### src/rtl/mem_bank_write_arbiter_if.sv
// rtl/mem_bank_write_arbiter_if.sv - bundle of requester, control and bank write-port signals
//
// Purpose: groups everything that crosses between the write arbiter and its
// neighbours. The neighbours are the pipeline writeback, the host register
// writes, the clear control and the bank write port.
//   master : requester/bank side (drives pipe_*, host_valid/addr/data, clear_req)
//   slave  : the arbiter (drives host_ready, busy, pipe_drop, mem_*)
interface mem_bank_write_arbiter_if #(
  parameter int DATA_WIDTH = 8,
  parameter int DEPTH      = 18
);
  localparam int AW = $clog2(DEPTH);

  logic                  pipe_we;
  logic [AW-1:0]         pipe_addr;
  logic [DATA_WIDTH-1:0] pipe_data;

  logic                  host_valid;
  logic                  host_ready;
  logic [AW-1:0]         host_addr;
  logic [DATA_WIDTH-1:0] host_data;

  logic                  clear_req;
  logic                  busy;
  logic                  pipe_drop;

  logic                  mem_wea;
  logic [AW-1:0]         mem_addra;
  logic [DATA_WIDTH-1:0] mem_dia;

  modport master (
    output pipe_we, pipe_addr, pipe_data,
    output host_valid, host_addr, host_data,
    output clear_req,
    input  host_ready, busy, pipe_drop,
    input  mem_wea, mem_addra, mem_dia
  );

  modport slave (
    input  pipe_we, pipe_addr, pipe_data,
    input  host_valid, host_addr, host_data,
    input  clear_req,
    output host_ready, busy, pipe_drop,
    output mem_wea, mem_addra, mem_dia
  );
endinterface

### src/rtl/mem_bank_write_arbiter.sv
// rtl/mem_bank_write_arbiter.sv - shares one bank write port between pipeline, host and clear sweep
//
// Purpose: owns the bank's single write port. The pipeline writeback always
// wins a cycle. Host writes wait in a one-entry slot until a free cycle. A
// clear sweep writes CLEAR_VALUE to every address, both after reset and on
// clear_req. All mem_* outputs are registered: a write selected in cycle N
// drives the bank in cycle N+1.
// Ports:
//   clk   : system clock
//   reset : asynchronous, active-high reset
//   bus   : slave modport of mem_bank_write_arbiter_if
//           pipe_we/pipe_addr/pipe_data      pipeline writeback, never stalled
//           host_valid/host_ready/addr/data  host write handshake
//           clear_req                        one-cycle pulse, start a sweep
//           busy                             sweep in progress
//           pipe_drop                        sticky, a pipe write was discarded by a sweep
//           mem_wea/mem_addra/mem_dia        bank write port
module mem_bank_write_arbiter #(
  parameter int                    DATA_WIDTH     = 8,
  parameter int                    DEPTH          = 18,
  parameter logic [DATA_WIDTH-1:0] CLEAR_VALUE    = '0,
  parameter bit                    CLEAR_ON_RESET = 1'b1
) (
  input  logic                     clk,
  input  logic                     reset,
  mem_bank_write_arbiter_if.slave  bus
);
  localparam int AW = $clog2(DEPTH);
  localparam logic [AW-1:0] LAST_ADDR = AW'(DEPTH - 1);

  localparam logic [0:0] ST_RUN   = 1'b0;
  localparam logic [0:0] ST_CLEAR = 1'b1;

  logic [0:0]            state_q, state_d;
  logic [AW-1:0]         cnt_q, cnt_d;
  logic                  slot_full_q, slot_full_d;
  logic [AW-1:0]         slot_addr_q, slot_addr_d;
  logic [DATA_WIDTH-1:0] slot_data_q, slot_data_d;
  logic                  wea_q, wea_d;
  logic [AW-1:0]         addra_q, addra_d;
  logic [DATA_WIDTH-1:0] dia_q, dia_d;
  logic                  drop_q, drop_d;

  logic host_ready;
  logic host_accept;

  // The slot cannot be refilled in the cycle it drains, so the host sees
  // ready one cycle after its previous write issues.
  assign host_ready  = !slot_full_q && (state_q == ST_RUN);
  assign host_accept = bus.host_valid && host_ready;

  always_comb begin
    state_d     = state_q;
    cnt_d       = cnt_q;
    slot_full_d = slot_full_q;
    slot_addr_d = slot_addr_q;
    slot_data_d = slot_data_q;
    wea_d       = 1'b0;
    addra_d     = addra_q;
    dia_d       = dia_q;
    drop_d      = drop_q;

    if (host_accept) begin
      slot_full_d = 1'b1;
      slot_addr_d = bus.host_addr;
      slot_data_d = bus.host_data;
    end

    case (state_q)
      ST_CLEAR: begin
        wea_d   = 1'b1;
        addra_d = cnt_q;
        dia_d   = CLEAR_VALUE;
        if (cnt_q == LAST_ADDR) begin
          state_d = ST_RUN;
          cnt_d   = '0;
        end else begin
          cnt_d = cnt_q + AW'(1);
        end
        // The sweep owns the port, so pipeline writes are lost and flagged.
        // A pending host write simply waits and issues after the sweep.
        if (bus.pipe_we) begin
          drop_d = 1'b1;
        end
      end
      default: begin
        if (bus.clear_req) begin
          state_d = ST_CLEAR;
        end
        // The pipeline still gets the port in the clear_req cycle. The host
        // slot does not, so a pending host write outlives the sweep.
        if (bus.pipe_we) begin
          wea_d   = 1'b1;
          addra_d = bus.pipe_addr;
          dia_d   = bus.pipe_data;
        end else if (slot_full_q && !bus.clear_req) begin
          wea_d       = 1'b1;
          addra_d     = slot_addr_q;
          dia_d       = slot_data_q;
          slot_full_d = 1'b0;
        end
      end
    endcase
  end

  always_ff @(posedge clk or posedge reset) begin
    if (reset) begin
      state_q     <= CLEAR_ON_RESET ? ST_CLEAR : ST_RUN;
      cnt_q       <= '0;
      slot_full_q <= 1'b0;
      slot_addr_q <= '0;
      slot_data_q <= '0;
      wea_q       <= 1'b0;
      addra_q     <= '0;
      dia_q       <= '0;
      drop_q      <= 1'b0;
    end else begin
      state_q     <= state_d;
      cnt_q       <= cnt_d;
      slot_full_q <= slot_full_d;
      slot_addr_q <= slot_addr_d;
      slot_data_q <= slot_data_d;
      wea_q       <= wea_d;
      addra_q     <= addra_d;
      dia_q       <= dia_d;
      drop_q      <= drop_d;
    end
  end

  assign bus.host_ready = host_ready;
  assign bus.busy       = (state_q == ST_CLEAR);
  assign bus.pipe_drop  = drop_q;
  assign bus.mem_wea    = wea_q;
  assign bus.mem_addra  = addra_q;
  assign bus.mem_dia    = dia_q;
endmodule

### src/flat_wrapper.sv
// flat-port wrapper written by rule: the top's interface ports become plain ports
module mem_bank_write_arbiter_flat 
#(
  parameter int                    DATA_WIDTH     = 8,
  parameter int                    DEPTH          = 18,
  parameter logic [DATA_WIDTH-1:0] CLEAR_VALUE    = '0,
  parameter bit                    CLEAR_ON_RESET = 1'b1
)
  (clk, reset, bus_pipe_we, bus_pipe_addr, bus_pipe_data, bus_host_valid, bus_host_addr, bus_host_data, bus_clear_req, bus_host_ready, bus_busy, bus_pipe_drop, bus_mem_wea, bus_mem_addra, bus_mem_dia);
  mem_bank_write_arbiter_if #(.DATA_WIDTH(DATA_WIDTH), .DEPTH(DEPTH)) bus_i ();
  input  logic clk;
  input  logic reset;
  input wire logic [$bits(bus_i.pipe_we)-1:0] bus_pipe_we;
  input wire logic [$bits(bus_i.pipe_addr)-1:0] bus_pipe_addr;
  input wire logic [$bits(bus_i.pipe_data)-1:0] bus_pipe_data;
  input wire logic [$bits(bus_i.host_valid)-1:0] bus_host_valid;
  input wire logic [$bits(bus_i.host_addr)-1:0] bus_host_addr;
  input wire logic [$bits(bus_i.host_data)-1:0] bus_host_data;
  input wire logic [$bits(bus_i.clear_req)-1:0] bus_clear_req;
  output wire logic [$bits(bus_i.host_ready)-1:0] bus_host_ready;
  output wire logic [$bits(bus_i.busy)-1:0] bus_busy;
  output wire logic [$bits(bus_i.pipe_drop)-1:0] bus_pipe_drop;
  output wire logic [$bits(bus_i.mem_wea)-1:0] bus_mem_wea;
  output wire logic [$bits(bus_i.mem_addra)-1:0] bus_mem_addra;
  output wire logic [$bits(bus_i.mem_dia)-1:0] bus_mem_dia;
  assign bus_i.pipe_we = bus_pipe_we;
  assign bus_i.pipe_addr = bus_pipe_addr;
  assign bus_i.pipe_data = bus_pipe_data;
  assign bus_i.host_valid = bus_host_valid;
  assign bus_i.host_addr = bus_host_addr;
  assign bus_i.host_data = bus_host_data;
  assign bus_i.clear_req = bus_clear_req;
  assign bus_host_ready = bus_i.host_ready;
  assign bus_busy = bus_i.busy;
  assign bus_pipe_drop = bus_i.pipe_drop;
  assign bus_mem_wea = bus_i.mem_wea;
  assign bus_mem_addra = bus_i.mem_addra;
  assign bus_mem_dia = bus_i.mem_dia;
  mem_bank_write_arbiter #(.DATA_WIDTH(DATA_WIDTH), .DEPTH(DEPTH), .CLEAR_VALUE(CLEAR_VALUE), .CLEAR_ON_RESET(CLEAR_ON_RESET)) u_core (.clk(clk), .reset(reset), .bus(bus_i));
endmodule
### config.mk
export PLATFORM = sky130hd
export DESIGN_NAME = mem_bank_write_arbiter_flat
export DESIGN_NICKNAME = d
export VERILOG_FILES = /design/src/rtl/mem_bank_write_arbiter_if.sv /design/src/rtl/mem_bank_write_arbiter.sv /design/src/flat_wrapper.sv
export SDC_FILE = /design/constraint.sdc
export NUM_CORES = 1
export LEC_CHECK = 0
export ABC_AREA = 1
export CORE_AREA = 2 2 62 64
export CTS_CLUSTER_DIAMETER = 200
export DETAILED_ROUTE_END_ITERATION = 10
export DIE_AREA = 0 0 64 66
export HOLD_SLACK_MARGIN = 0.05
export PLACE_DENSITY = 0.81
export SETUP_SLACK_MARGIN = 0.15
export SYNTH_ARGS = -nofsm -noshare
export SYNTH_HDL_FRONTEND = slang
export SYNTH_SLANG_ARGS = --single-unit
export TNS_END_PERCENT = 30
### constraint.sdc
create_clock -name clk -period 2.4 [get_ports clk]
set_clock_uncertainty 0.2 [all_clocks]
set_input_delay 0.36 -clock clk [delete_from_list [all_inputs] [get_ports clk]]
set_output_delay 0.36 -clock clk [all_outputs]
set_load 0.03 [all_outputs]
==> summary.md, run 1 <==
The run finished with clean final reports. Of all cell types, the one taking the most synthesized area is dfrtp_1. Across every metal layer, demand over resource in global routing totals 18.5%. For this block, the routed nets add up to 3.44 mm of wire. Number of distinct library cells after synthesis: 25. The clock network is responsible for 13.1% of the overall power. Including well taps, the total number of placed cells is 298. Detailed placement finished with a half-perimeter wire length of 2.57 mm. The leakage power summed over all cells was 1.18 nW; the average instance area after synthesis was 8.32 sq um. The tools report the effective utilization at floorplan as 48.9%. The antenna cell count came out at 0.

The global-route track usage on met2 was 28.1%; the number of cells in the finished layout apart from fillers was 305. The largest stage delay on the critical path came out at 0.69 ns. Met1 routing resource usage after global routing: 24.7%.

In this run the clock root is driven by a clkbuf_4. The H-tree was split into 2 levels. After layout, the worst path uses 91.4% of the clock period.

Cell internal power was estimated by the tool at 0.00143 W. In the layout the commonest cells are nand2_1, clkdlybuf4s50_1, dfrtp_1. The net count after synthesis is 242, and the number of hold violations in the final report is 0. In this run the power density over the cells is 1060 mW/mm^2. Via count of the routed design: 1470. The setup path with the least slack is of type flop to output port. The achievable frequency is 456 MHz.

In this run the biggest area consumer among cell types represents 49.0% of the synthesized area. The number of max-capacitance violations reported came out at 0. The first global-routing pass estimated 5.90 mm of wire. After clock tree synthesis, the clock-pin slew on the worst setup and hold paths is 0.10 ns.

VDD sags by at most 0.000505 V. STA classifies the critical path startpoint as a flop. The tools report the number of nets in the finished design as 290. The fraction of met3 tracks used by global routing came out at 3.75%. The number of buffers and inverters on the critical path was 1.

In this run switching power makes up 40.9% of total power. In this run the count of I/O pins placed on the die edge is 48. The run gives 0 as the residual overflow from global routing.

TritonCTS built the clock tree. Worst-case register-to-register setup slack: 0.68 ns. Number of antenna violations at the first check in global routing: 0.

The cell family contributing the most delay on the critical path is buffers and inverters. The share of total power dissipated in sequential elements is 41.6%. The core outline area came out at 0.00355 sq mm.

After synthesis the cells add up to 0.00174 sq mm. The signal on the critical path passes through clkdlybuf4s50_1. In the final routed layout, each cell accounts on average for 11.3 microns. Summing all non-filler instances in the final layout gives an area of 0.00227 sq mm. Class of the worst hold path: primary input to asynchronous set/reset pin.

At the later pin of the worst-skew pair, clock insertion delay measures 0.34 ns. Setup violations remaining at the end of the flow were counted as 0. Sorting the synthesized cells by area gives the leading types as dfrtp_1, nand2_1, nand3_1, inv_1, buf_6. The floorplan step defined a die boundary enclosing 0.00422 sq mm. After the first detailed-routing iteration, the DRC count stood at 79. Combinational cells account for 45.3% of the total power. Setup repair after global routing left no endpoint under its margin. The tools report the sequential element share of the synthesized area as 50.5%. The congestion estimate from routability-driven global placement came to 0.901. Area of placed instances: 0.00221 sq mm.

Across all hold checks on the routed design, the worst slack comes to 0.202 ns. For this run, the number of Yosys warnings is 0. For the remaining number of nets flagged by the antenna check after routing, the log shows 0. Timing analysis after detailed placement gives a worst setup slack of 0.541 ns. Cell with the biggest individual delay on the critical path: clkdlybuf4s50_1. Measured along the y axis, the die boundary spans 66 microns. For the worst setup path, the data arrival time is 1.63 ns.

Cells with a size suffix above 1 make up 10.1% of the layout. Final worst setup slack: 0.207 ns. The die is 64 microns wide. After detailed routing, the number of remaining DRC violations is 0.

The tools report the final count of pins violating max slew as 0. Of all nets on the critical path, the largest fanout is 3. The pre-antenna-repair detailed-routing pass consisted of 5 iterations. Summed over all nets, the switching power comes to 0.000989 W.

The number of port buffers is 47, and the via count of the first global-routing pass is 1317. The number of cells produced by synthesis came out at 209. For the final routed database, the setup TNS stands at 0 ns.

In the routed layout, each cell is associated on average with a via count of 4.82. The floorplan has 22 rows. From synthesis to final layout, the design area changed by 30.8%.

The post-synthesis register bit count was 35. For the TritonCTS buffer count, the log shows 5. Entering global routing, the biggest net connects 36 pins. The logs give 35 for the total clock sinks and 2 for the deepest clock path buffer count. The kind of capture point of the worst setup path was an output port. The worst pin sits at a relative slew slack of 71.8%. The most common library cell in the layout ignoring fill and taps is nand2_1. met2 is the most crowded layer.

The worst path needs 2.19 ns of the cycle, external delays included. The actual slew at the worst max-slew pin came out at 0.422 ns. The endpoint required time on the critical path was 1.84 ns.
through the flow:
step                utilization (%)  total power [W]
floorplan                         -          0.00175
global placement               62.4          0.00207
detailed placement             62.4          0.00212
CTS                            64.0          0.00244
global route                   64.0          0.00260
finish                         64.0          0.00242
layer usage:
| layer | share of wire, % | routed length [microns] |
|---|---|---|
| met5 | 0 | 0 |
| met4 | 3.1 | 108 |
| met3 | 6.1 | 210 |
| met2 | 46 | 1580 |
| met1 | 45 | 1530 |
cells by family after synthesis:
kind of cell	synth area share [%]
compound gates	7.34
xor+xnor	0.504
flops	50.5
fa+ha+maj	1.44
simple gates	30.5
buf+inv	9.72
synth_stat cells, drive strengths merged:
library cell and count:
or2 1, nand3b 2, dfrtp 34, buf 9, nand2 76, ha 2
xor2 1, o21ai 9, nand3 22, nor2 14, a21oi 9, inv 24
o21bai 2, nand4 2, o211ai 1, dfstp 1
tightest hold or removal path: cells and delay by family:
family / cells / cell delay (ns)
buffers and inverters: 3 / 0.81
flip-flops by register name, summed over array words and instances, names as in the netlist:
| register | cells |
|---|---|
| u_core.bus.busy | 1 |
| u_core.bus.mem_addra | 5 |
| u_core.bus.mem_dia | 8 |
| u_core.bus.mem_wea | 1 |
| u_core.bus.pipe_drop | 1 |
| u_core.cnt_q | 5 |
| u_core.slot_addr_q | 5 |
| u_core.slot_data_q | 8 |
| u_core.slot_full_q | 1 |
path summary, 6_finish.rpt:
kind | cells after the start | startpoint | endpoint
max | 1 | u_core.bus.busy | bus_busy
min | 3 | reset | u_core.bus.mem_dia[3]
max reg2reg | 5 | u_core.bus.busy | u_core.bus.mem_addra[2]
min reg2reg | 2 | u_core.slot_addr_q[2] | u_core.slot_addr_q[2]
max in group asynchronous | 3 | reset | u_core.bus.busy
min in group clk | 2 | u_core.slot_addr_q[2] | u_core.slot_addr_q[2]
final cells by class:
class                           count  area, sq um
Inverter                           24         92.6
Fill cell                         298         1280
Tap cell                           48         60.1
Multi-Input combinational cell    141          692
Sequential cell                    35          877
Clock inverter                      1         5.00
Timing Repair Buffer               50          495
Clock buffer                        6         51.3
timing repair:
item                       in CTS  in global routing
setup endpoints to repair       0                  1
resized for setup               0                  1
setup buffers                   0                  0
hold buffers                    0                  0
power by group through the flow:
stage	sequential (W)	combinational, W	clock, W
after floorplan	0.00118	0.000571	0
after global placement	0.00100	0.00107	0
after detailed placement	0.00102	0.00109	0
after CTS	0.00101	0.00110	0.000328
after global routing	0.00104	0.00121	0.000348
final	0.00101	0.00109	0.000317
No activity file was read; power rests on OpenSTA's default activity.
==> run 2: changes to the inputs <==
--- a/config.mk
+++ b/config.mk
@@ -6,12 +6,14 @@
 export NUM_CORES = 1
 export LEC_CHECK = 0
 export ABC_AREA = 1
-export CORE_AREA = 2 2 62 64
+export CELL_PAD_IN_SITES_DETAIL_PLACEMENT = 1
+export CELL_PAD_IN_SITES_GLOBAL_PLACEMENT = 1
+export CORE_AREA = 2 2 87 89
 export CTS_CLUSTER_DIAMETER = 200
 export DETAILED_ROUTE_END_ITERATION = 10
-export DIE_AREA = 0 0 64 66
+export DIE_AREA = 0 0 89 91
 export HOLD_SLACK_MARGIN = 0.05
-export PLACE_DENSITY = 0.81
+export PLACE_DENSITY_LB_ADDON = 0.1
 export SETUP_SLACK_MARGIN = 0.15
 export SYNTH_ARGS = -nofsm -noshare
 export SYNTH_HDL_FRONTEND = slang
==> run 2 against run 1 <==
  * Setup slack better by 0.031 ns
  * Highest routed layer unchanged
  * Combinational power about the same
  * Critical path depth is 1 higher
  * Global-route usage fell by 6.8 points
  * Clock power is 52% higher
  * Count of clock-buffer cells in the layout is 1 higher
  * Sequential cell count unchanged
  * Cell count is 17% higher
  * Critical path type unchanged
==> summary.md, run 2 (same netlist as run 1, synthesis figures left out) <==
The flow ran to the end, and the final reports show no timing, DRC or antenna violations. For this run, the total global-route usage over all layers was measured as 11.8%. The die boundary width came out at 89 microns. The number of DRC violations after detailed-routing iteration 0 was 61. Leaving out fill and tap cells, the most frequent cells in the layout are nand2_1, clkdlybuf4s50_1, dfrtp_1. The number of antenna violations at the first check in global routing was 0; the share of power burned in registers was 39.1%. The library cell used most frequently in the layout, excluding fill and tap cells, is nand2_1. The net switching power was 0.00105 W; the largest stage delay on the critical path was 0.65 ns. The share of total power dissipated in the clock network is 18.5%.

The total I/O pin count is 48. The period utilization is 90.1%. The critical path goes through nor2_8 > clkdlybuf4s50_1.

The number of hold violations in the final report was 0. The clock net in this run drives a total of 35 sinks. Entering global routing, the biggest net connects 36 pins. The tools report the beginning of the worst register-to-register path as u_core.bus.busy. STA classifies the critical path endpoint as an output port. The clock root buffer master is clkbuf_8. The combinational share of power came out at 42.3%.

The first global-routing pass estimated 7.18 mm of wire. The worst path in the final design needs a cycle of 2.16 ns, including I/O delays and setup. The remaining number of nets flagged by the antenna check after routing is 0. Final weighted congestion in routability-driven placement: 0.765. The die height came out at 91 microns. The cell family contributing the most delay on the critical path is flip-flops.

The actual slew at the worst max-slew pin is 0.460 ns. The number of nets in the finished design is 290, and the switching power as a share of total power is 40.3%. Cell with the biggest individual delay on the critical path: dfstp_2.

Timing would allow up to 463 MHz. The worst slack at placement is 0.451 ns. The deepest clock path buffer count is 2. The share of final-layout standard cells stronger than drive strength 1 was 10.5%. Summing internal, switching and leakage power gives 0.00260 W. The endpoint identified for the worst register-to-register timing path is u_core.bus.mem_addra[2].

The worst setup path is launched from a flop. For the worst flop-to-flop path, the logic depth is 5. The via density per instance is 4.01, and the power per standard cell area is 1090 mW/mm^2. CTS built an H-tree with a depth of 2.

After clock tree synthesis, the clock-pin slew on the worst setup and hold paths is 0.08 ns. The capturing instance or port of the critical path is bus_host_ready. Across the run, the number of max-cap violations was 0. For this run the aggregate overflow at the end of global routing stands at 0.

The tightest min-delay check is of the primary input to asynchronous set/reset pin type. The logs give 0.00155 W for the cell internal power dissipation and 1.84 ns for the endpoint required time on the critical path. The insertion delay of the later-clocked pin in the worst-skew pair came out at 0.29 ns. Counting the buffers created by CTS gives 5. After detailed routing, the total wire length is 4.38 mm. The effective utilization at floorplan came out at 24.4%. The worst-case register-to-register setup slack was 0.63 ns. In this run the tool buffered the top-level ports with 47 buffer cells.

The first TritonRoute pass finished after 4 iterations. The post-synthesis to final-layout area growth is 37.2%, and the number of buffers and inverters on the critical path is 1. The tools report the count of unresolved DRC violations after routing as 0.

At the worst endpoint, the arrival time is 1.60 ns. The core outline area came out at 0.00714 sq mm. Counting buffers and inverters, the worst setup path is 2 cells deep.

Once routing completed, OpenROAD measured the worst setup slack at 0.238 ns. The mean routed wirelength per cell is 12.3 microns, and the via count of the routed design is 1431. TritonCTS built the clock tree. The run gives 1406 as the via count of the first global-routing pass.

The tightest hold path in the finished design has a slack of 0.274 ns. The number of setup violations in the final report came out at 0. The worst setup path startpoint was u_core.bus.busy. The largest voltage drop on the vdd net is 0.000256 V, and the maximum net fanout on the critical path is 6. The post-route setup TNS came out at 0 ns.

In this run the static leakage power is 1.18 nW. Setup repair after global routing left no endpoint under its margin. The final count of pins violating max slew was 0. The floorplan has 31 rows. The worst max-slew margin expressed relative to the limit is 69.3%, and the placed wire-length estimate after detailed placement is 3.30 mm. The die covers 0.00810 sq mm. By startpoint and endpoint, the worst setup path is classified as flop to output port. At the end of the flow the core is filled with cells to 33.4%.

The repair_antennas step left the layout with diodes totalling 0.
-- run 2: cell types whose count changed in the layout (fill, tap and decap cells not counted) --
cell        previous run  this run
clkbuf_8               1         7
clkbuf_4               5         0
clkinv_2               1         0
clkinvlp_4             0         1
-- run 2: cell type report --
class,instances,area (sq um)
inverter,24,92.6
clock buffer,7,96.3
clock inverter,1,7.51
fill,876,4750
timing repair buffer,50,495
tap,99,124
multi-input combinational,141,692
sequential,35,877
-- run 2: timing repair --
item	CTS	global route
endpoints found under the hold margin	0	0
resized for setup	0	1
hold buffers	0	0
setup buffers	0	0
setup endpoints to repair	0	1
-- run 2: worst reg2reg max path, delay by kind of cell, from the launching register on --
kind          cells  cell delay, ns
flops             1            0.65
simple gates      3            0.44
buf+inv           2            0.38
-- run 2: how the worst min path moves through the flow --
| stage | endpoint | cells after the start | startpoint | slack (ns) |
|---|---|---|---|---|
| 6_report | u_core.bus.mem_wea | 3 | reset | 0.27 |
| 2_1_floorplan | u_core.slot_addr_q[1] | 2 | u_core.slot_addr_q[1] | 0.24 |
| 3_5_place_dp | u_core.bus.mem_addra[2] | 2 | u_core.bus.mem_addra[2] | 0.26 |
| 4_1_cts | u_core.bus.mem_addra[2] | 2 | u_core.bus.mem_addra[2] | 0.28 |
| 5_1_grt | u_core.bus.mem_addra[2] | 2 | u_core.bus.mem_addra[2] | 0.30 |
| 3_3_place_gp | u_core.slot_addr_q[2] | 2 | u_core.slot_addr_q[2] | 0.27 |
-- run 2: power groups by stage --
stage | logic [W] | clock network, W | registers (W)
CTS | 0.00112 | 0.000501 | 0.00102
global placement | 0.00111 | 0 | 0.00103
detailed placement | 0.00112 | 0 | 0.00104
floorplan | 0.000571 | 0 | 0.00118
global route | 0.00123 | 0.000531 | 0.00105
finish | 0.00110 | 0.000482 | 0.00102
-- run 2: per-layer routing --
layer,GRT usage [%],part of all wire [%],vias up,wire (microns)
li1,-,-,743,-
met1,16.2,48,651,2120
met2,17.4,46,30,2010
met3,3.55,4.1,7,180
met4,4.10,1.7,0,73
met5,0,0,-,0
-- run 2: through the flow --
step	instance area, sq um	cells
after floorplan	1740	209
after global placement	2280	349
after detailed placement	2280	349
after CTS	2380	357
after global routing	2380	357
final	2380	357
